--- src/rtl/pipe_hazard_ctrl.sv ---
// Hazard control for a 5-stage in-order pipe: forwarding, load-use and multicycle stalls, redirect flush.
// Latency: all control outputs are combinational from registered E/M/W state plus decode/redirect inputs.
// Backpressure: stall_f/stall_d hold the front end; bubble_e/bubble_m insert NOPs; nothing is dropped.
module pipe_hazard_ctrl #(
    parameter int REGW   = 5,
    parameter int MC_LAT = 4,
    parameter int CNTW   = 32
) (
    input  logic            clk,
    input  logic            rst,
    input  logic            valid_d,
    input  logic [REGW-1:0] rs1_d,
    input  logic [REGW-1:0] rs2_d,
    input  logic            use_rs1_d,
    input  logic            use_rs2_d,
    input  logic [REGW-1:0] rd_d,
    input  logic            regwrite_d,
    input  logic            load_d,
    input  logic            mc_d,
    input  logic            redirect_e,
    output logic            stall_f,
    output logic            stall_d,
    output logic            flush_d,
    output logic            bubble_e,
    output logic            bubble_m,
    output logic [1:0]      forward_a_e,
    output logic [1:0]      forward_b_e,
    output logic            valid_e,
    output logic            valid_m,
    output logic            valid_w,
    output logic            mc_busy,
    output logic [CNTW-1:0] stall_cnt
);
    localparam logic [3:0] MC_INIT = 4'(MC_LAT - 1);

    logic            r_e_vld, r_e_rw, r_e_ld;
    logic [REGW-1:0] r_e_rd, r_e_rs1, r_e_rs2;
    logic            r_m_vld, r_m_rw;
    logic [REGW-1:0] r_m_rd;
    logic            r_w_vld, r_w_rw;
    logic [REGW-1:0] r_w_rd;
    logic [3:0]      r_mc_cnt;
    logic [CNTW-1:0] r_stall_cnt;

    logic w_mc_busy;
    logic w_redir;
    logic w_load_use;

    // M beats W; register 0 never forwards.
    function automatic logic [1:0] f_fwd(
        input logic [REGW-1:0] rs,
        input logic            m_wr,
        input logic [REGW-1:0] m_rd,
        input logic            w_wr,
        input logic [REGW-1:0] w_rd
    );
        logic [1:0] sel;
        sel = 2'b00;
        if (rs != '0) begin
            if (m_wr && (m_rd == rs)) begin
                sel = 2'b10;
            end else if (w_wr && (w_rd == rs)) begin
                sel = 2'b01;
            end
        end
        return sel;
    endfunction

    always_comb begin
        w_mc_busy  = (r_mc_cnt != 4'd0);
        w_redir    = redirect_e & r_e_vld & ~w_mc_busy;
        w_load_use = r_e_vld & r_e_ld & r_e_rw & (r_e_rd != '0) & valid_d &
                     ((use_rs1_d & (rs1_d == r_e_rd)) | (use_rs2_d & (rs2_d == r_e_rd)));

        stall_f  = 1'b0;
        stall_d  = 1'b0;
        flush_d  = 1'b0;
        bubble_e = 1'b0;
        bubble_m = 1'b0;
        if (w_redir) begin
            flush_d  = 1'b1;
            bubble_e = 1'b1;
        end else if (w_mc_busy) begin
            stall_f  = 1'b1;
            stall_d  = 1'b1;
            bubble_m = 1'b1;
        end else if (w_load_use) begin
            stall_f  = 1'b1;
            stall_d  = 1'b1;
            bubble_e = 1'b1;
        end

        forward_a_e = f_fwd(r_e_rs1, r_m_vld & r_m_rw, r_m_rd, r_w_vld & r_w_rw, r_w_rd);
        forward_b_e = f_fwd(r_e_rs2, r_m_vld & r_m_rw, r_m_rd, r_w_vld & r_w_rw, r_w_rd);
    end

    always_ff @(posedge clk or negedge rst) begin
        if (!rst) begin
            r_e_vld  <= 1'b0;
            r_e_rw   <= 1'b0;
            r_e_ld   <= 1'b0;
            r_e_rd   <= '0;
            r_e_rs1  <= '0;
            r_e_rs2  <= '0;
            r_m_vld  <= 1'b0;
            r_m_rw   <= 1'b0;
            r_m_rd   <= '0;
            r_w_vld  <= 1'b0;
            r_w_rw   <= 1'b0;
            r_w_rd   <= '0;
            r_mc_cnt <= 4'd0;
        end else begin
            r_w_vld <= r_m_vld;
            r_w_rw  <= r_m_rw;
            r_w_rd  <= r_m_rd;
            if (w_mc_busy) begin
                // E holds the multicycle op; M takes a bubble each busy cycle.
                r_mc_cnt <= r_mc_cnt - 4'd1;
                r_m_vld  <= 1'b0;
                r_m_rw   <= 1'b0;
                r_m_rd   <= '0;
            end else begin
                r_m_vld <= r_e_vld;
                r_m_rw  <= r_e_rw;
                r_m_rd  <= r_e_rd;
                if (valid_d && !bubble_e) begin
                    r_e_vld  <= 1'b1;
                    r_e_rw   <= regwrite_d;
                    r_e_ld   <= load_d;
                    r_e_rd   <= rd_d;
                    r_e_rs1  <= rs1_d;
                    r_e_rs2  <= rs2_d;
                    r_mc_cnt <= mc_d ? MC_INIT : 4'd0;
                end else begin
                    // Zeroed sources keep an empty E from selecting a forward.
                    r_e_vld  <= 1'b0;
                    r_e_rw   <= 1'b0;
                    r_e_ld   <= 1'b0;
                    r_e_rd   <= '0;
                    r_e_rs1  <= '0;
                    r_e_rs2  <= '0;
                    r_mc_cnt <= 4'd0;
                end
            end
        end
    end

    always_ff @(posedge clk or negedge rst) begin
        if (!rst) begin
            r_stall_cnt <= '0;
        end else if (stall_d && (r_stall_cnt != '1)) begin
            r_stall_cnt <= r_stall_cnt + CNTW'(1);
        end
    end

    assign valid_e   = r_e_vld;
    assign valid_m   = r_m_vld;
    assign valid_w   = r_w_vld;
    assign mc_busy   = w_mc_busy;
    assign stall_cnt = r_stall_cnt;

endmodule

--- config.mk ---
export PLATFORM = sky130hd
export DESIGN_NAME = pipe_hazard_ctrl
export DESIGN_NICKNAME = d
export VERILOG_FILES = /design/src/rtl/pipe_hazard_ctrl.sv
export SDC_FILE = /design/constraint.sdc
export NUM_CORES = 1
export LEC_CHECK = 0
export CORE_MARGIN = 2
export CORE_UTILIZATION = 51
export CTS_CLUSTER_SIZE = 8
export DETAILED_ROUTE_END_ITERATION = 6
export PLACE_DENSITY = 0.8
export SLEW_MARGIN = 25
export SYNTH_ARGS = -nofsm -noshare
export SYNTH_HDL_FRONTEND = slang
export SYNTH_SLANG_ARGS = --single-unit
--- constraint.sdc ---
create_clock -name clk -period 2.2 [get_ports clk]
set_input_delay 0.22 -clock clk [delete_from_list [all_inputs] [get_ports clk]]
set_output_delay 0.22 -clock clk [all_outputs]
set_load 0.03 [all_outputs]
== Word-level counts from Yosys, hierarchy flattened ==
Index checks and enable logic that the tools add are counted.

* Div/mod/pow operators: 0
* Add/sub/neg operators: 2
* Eq/ne operators: 7
* Reductions and logical operators: 11
* Order comparisons: 0
* Bitwise gates (word level): 13
* $mul: 0
* Multiplexer cells: 26
* Shifts and indexed selects: 0

{| class="wikitable"
|+ Operators by type and width
! kind !! number
|-
| $add A32 B1 Y32 const B || 1
|-
| $ne A32 B32 Y1 const B || 1
|-
| $eq A5 B5 Y1 || 6
|-
| $mux W5 || 4
|-
| $mux W1 || 15
|-
| $reduce_bool A5 Y1 || 3
|-
| $mux W2 || 6
|-
| $and A1 B1 Y1 || 11
|-
| $logic_and A1 B1 Y1 || 6
|-
| $mux W4 || 1
|-
| $reduce_bool A4 Y1 || 1
|-
| $sub A4 B1 Y4 const B || 1
|-
| $logic_not A1 Y1 || 1
|-
| $not A1 Y1 || 1
|-
| $or A1 B1 Y1 || 1
|}

* Input bits: 24
* Register bits after elaboration: 68
* Memory bits (writable): 0
* Bits in latches: 0
* Memory bits (read-only): 0
* Output and inout port bits: 45
* Logic and storage cells: 73
* Memories kept: 0

== Logic depth before layout (Yosys ltp) ==
* Depth after elaboration: 12
* Mapped depth: 9
* Mapped depth without buffers: 8

== Worst setup path after synthesis ==
OpenSTA, ideal clock, no wires.

* Path kind: reg-to-reg
* From: register r_stall_cnt[20], in the netlist stall_cnt[20]
* To: register r_stall_cnt[1], in the netlist stall_cnt[1]
* Stages on the path, launching flop included: 7
* Arrival: 2.014 ns
* Period minus slack after synthesis: 2.138 ns
* Library setup time: 0.125 ns
* Path buffers: 1
* Required time: 2.075 ns
* Path slack: 0.062 ns
* Cells stage by stage: dfrtp_1 -> nand4_2 -> nor4_1 -> nand4_1 -> nand3_1 -> buf_2 -> mux2_2

* Longest elaborated chain between the ends: 2

{| class="wikitable"
|+ Ends and longest elaborated chain
! item !! line !! source
|-
| start: declaration || 43 || <nowiki>logic [CNTW-1:0] r_stall_cnt;</nowiki>
|-
| start signal: assignment || 152 || <nowiki>r_stall_cnt <= r_stall_cnt + CNTW'(1);</nowiki>
|-
| $ne A32 B32 Y1 || 151 || <nowiki>end else if (stall_d && (r_stall_cnt != '1)) begin</nowiki>
|-
| $logic_and A1 B1 Y1 || 151 ||
|}

No other way between the ends.
A chain may end at the register's enable or synchronous reset.

== Worst setup path after layout ==
* From: register r_e_rd[2]
* To: output port stall_f

* Longest elaborated chain between the ends: 7
* Elaborated cells between the ends (all ways): 12
* Classes of those cells: eq/ne (2); mux (3); bitwise (6); reduce/logical (1)

{| class="wikitable"
|+ Ends and longest elaborated chain
! item !! line !! source
|-
| start: declaration || 37 || <nowiki>logic [REGW-1:0] r_e_rd, r_e_rs1, r_e_rs2;</nowiki>
|-
| start signal: assignment || 130 || <nowiki>r_e_rd <= rd_d;</nowiki>
|-
| $eq A5 B5 Y1 or $reduce_bool A5 Y1 (tied branches) || 73, 72 ||
|-
| $and A1 B1 Y1, on equally long branches || 73, 72 ||
|-
| $or A1 B1 Y1 or $and A1 B1 Y1 (tied branches) || 73, 72 ||
|-
| $and A1 B1 Y1 (*) || 72 || <nowiki>w_load_use = r_e_vld & r_e_ld & r_e_rw & (r_e_rd != '0) & valid_d &</nowiki>
|-
| $mux W1 (*) || 87 || <nowiki>end else if (w_load_use) begin</nowiki>
|-
| $mux W1 (*) || 83 || <nowiki>end else if (w_mc_busy) begin</nowiki>
|-
| $mux W1 (*) || 80 || <nowiki>if (w_redir) begin</nowiki>
|-
| end: declaration || 21 || <nowiki>output logic stall_f,</nowiki>
|}

Mark *: on every way between the ends. The rest lies on a longest branch, timed or not.

==> summary.txt <==
Critical Path Source Type - register
Clock skew - 0.00697 ns
Filler cell count in the final layout - 497
Setup crit end kind - output pin
Max_cap viols - 0
WHS - 0.392 ns
Hold Crit Class - reg2reg
WP data arrival - 1.91 ns
DRC viols - 0
FF+latch count, synth - 68
Worst hold path depth - 0
Required @ worst endpoint - 1.98 ns
Fin cells - 459
Dpl cells - 441
Ys Warns - 0
Crit-path max FO - 5
Total CTS buffers - 9
Status - finished, final reports clean
Grt total ovfl - 0
Clock period minus worst slack - 2.13 ns
P_leak - 1.96 nW
Final Worst Setup Slack - 0.0736 ns
First-pass GRT wire length - 12400 um
Final number of hold-violating endpoints - 0
All-layer global routing usage - 22.2%
Pwr dens - 1110 nW/um2
Max-slew violation count - 0
Ys async rst share - 100%
ANT nets after route - 0
Post-synth EDFFs - 0
CTS sink count - 68
Final setup viols - 0
Clock slew seen by the registers of the worst setup and hold paths - 0.07 ns
Total number of vias - 2548
Diode count - 0
Clk buf depth - 2
GP Congestion - 0.818
Setup WS pre-CTS - -0.0126 ns
Syn-to-layout area delta - 32.4%
Max Freq - 470 MHz
Number of I/O port buffers - 68
Routed WL - 7270 um
Layout Nets - 403
Initial antenna violation count - 0
Final Cycle Share - 96.7%
Layout cells sized above 1 - 14.4%
Largest net degree at the start of global routing - 69
Wire per inst - 15.8 um
Mapped Area - 3240 um2
Worst Tran Pin Value - 0.448 ns
DR pass1 iterations - 4
Vias in the first global route - 2525
Sequential share of the synthesized area - 52.5%
CTS tree - done
Average size of a mapped cell - 11.0 um2
Post-DP HPWL - 5150 um
Crit Path Class - reg2out
Initial Util - 52.0%
Core Box Area - 6240 um2
Die Y - 83.7 um
Worst Reg2Reg Path Length in Cells - 8
I/O pin count - 69
Post-synth cell types - 39
Most common cell after layout, fill and taps aside - dfrtp_1
Vias/cell - 5.55
Most frequent cells in the layout - dfrtp_1 (64), clkdlybuf4s50_1 (57), xnor2_1 (30), xor2_1 (28), nand2_1 (19)
Syn nets - 322
Max VDD drop - 1.00 mV
H-tree levels - 3
Die width - 83.7 um
Clock root buffer - clkbuf_8
Die ar. - 7010 um2
Latest clock arrival within the worst-skew pair - 0.33 ns
DR iter-0 viols - 149
Site row count - 29
Slew headroom - 69.8%
Cell count after synthesis - 296
Most common flop cell mapped by yosys - dfrtp_1
## per-layer routing
metal  GRT usage (%)  vias up  share of wire [%]
met5               0        -                  0
met2            35.1       56                 49
li1                -     1210                  -
met3            3.76        9                3.2
met1            30.7     1273                 46
met4            9.09        0                1.9
## Yosys cell counts (7+ instances only)
master / number / area [um2]
a22o_1: 18 / 158
and2_1: 7 / 43.8
dfrtp_1: 68 / 1700
inv_1: 12 / 45.0
nand2_1: 19 / 71.3
nand3_1: 12 / 60.1
nand4_1: 15 / 93.8
nor2_1: 18 / 67.6
nor3_1: 17 / 85.1
nor4_1: 7 / 43.8
xnor2_1: 31 / 272
xor2_1: 28 / 245
## registers in the layout, indices dropped and copies added (netlist names)
signal / cells
r_mc_cnt: 4
stall_cnt: 32
valid_e: 1
r_w_rd: 5
r_e_rw: 1
r_e_rs1: 5
r_e_ld: 1
r_m_rd: 5
r_e_rd: 5
valid_m: 1
r_e_rs2: 5
r_m_rw: 1
r_w_rw: 1
valid_w: 1
## power by group
group,switching [mW],internal [mW]
clock network,0.465,0.437
registers,0.378,1.55
logic,1.04,0.915
total,1.88,2.90
## path summary, 6_finish.rpt
| check | start | to | slack (ns) |
|---|---|---|---|
| hold reg to reg | r_m_rw | r_w_rw | 0.39 |
| max in group asynchronous | rst | r_e_rd[4] | 1.46 |
| setup reg to reg | r_mc_cnt[0] | stall_cnt[1] | 0.15 |
| min in group asynchronous | rst | r_mc_cnt[1] | 0.42 |
| setup / recovery | r_e_rd[2] | stall_f | 0.07 |
| hold / removal | r_m_rw | r_w_rw | 0.39 |
## kinds of logic (layout without fill, tap and decap cells)
logic type / after synthesis / in the layout / synth area share [%]
buffers and inverters: 22 / 108 / 3.01
multiplexers: 1 / 1 / 0.347
AND/OR/NAND/NOR: 114 / 114 / 20.0
AO/OA/AOI/OAI: 30 / 30 / 7.48
XOR/XNOR: 59 / 59 / 15.9
flip-flops: 68 / 68 / 52.5
adder cells (fa/ha/maj): 2 / 2 / 0.771
## what timing repair did
action | CTS | global route
buffers inserted | 1 | 0
pin swaps | 0 | 3
cloned | 0 | 0
hold buffers | 1 | 0
endpoints found under the setup margin | 8 | 34
hold endpoints to repair | 68 | 0
resized for setup | 10 | 21
## worst max-delay path: stages, from the launching register on
cell and delay, ns:
dfrtp_2 0.47, xnor2_2 0.19, nand4_1 0.16, o22ai_2 0.22, a31oi_2 0.12, buf_4 0.15, inv_1 0.10, buf_4 0.17
## cell type report
type,instances,area [um2],area share (%)
flip-flops and latches,68,1710,39.7
multi-input cells,206,1500,34.8
repair buffers,80,769,17.9
clock buffers,10,138,3.21
well taps,77,96.3,2.24
inverters,12,47.5,1.11
clock inverters,6,40.0,0.932
## through the flow
step | area, um2 | power [mW] | util, % | TNS [ns]
after floorplan | 3240 | 3.11 | - | 0
after global placement | 4050 | 3.73 | 64.9 | 0
after detailed placement | 4050 | 3.80 | 64.9 | -0.0474
after CTS | 4260 | 4.74 | 68.2 | 0
after global routing | 4290 | 5.07 | 68.8 | -0.0000919
final | 4290 | 4.78 | 68.8 | 0
Power figures use the tool's default switching activity.
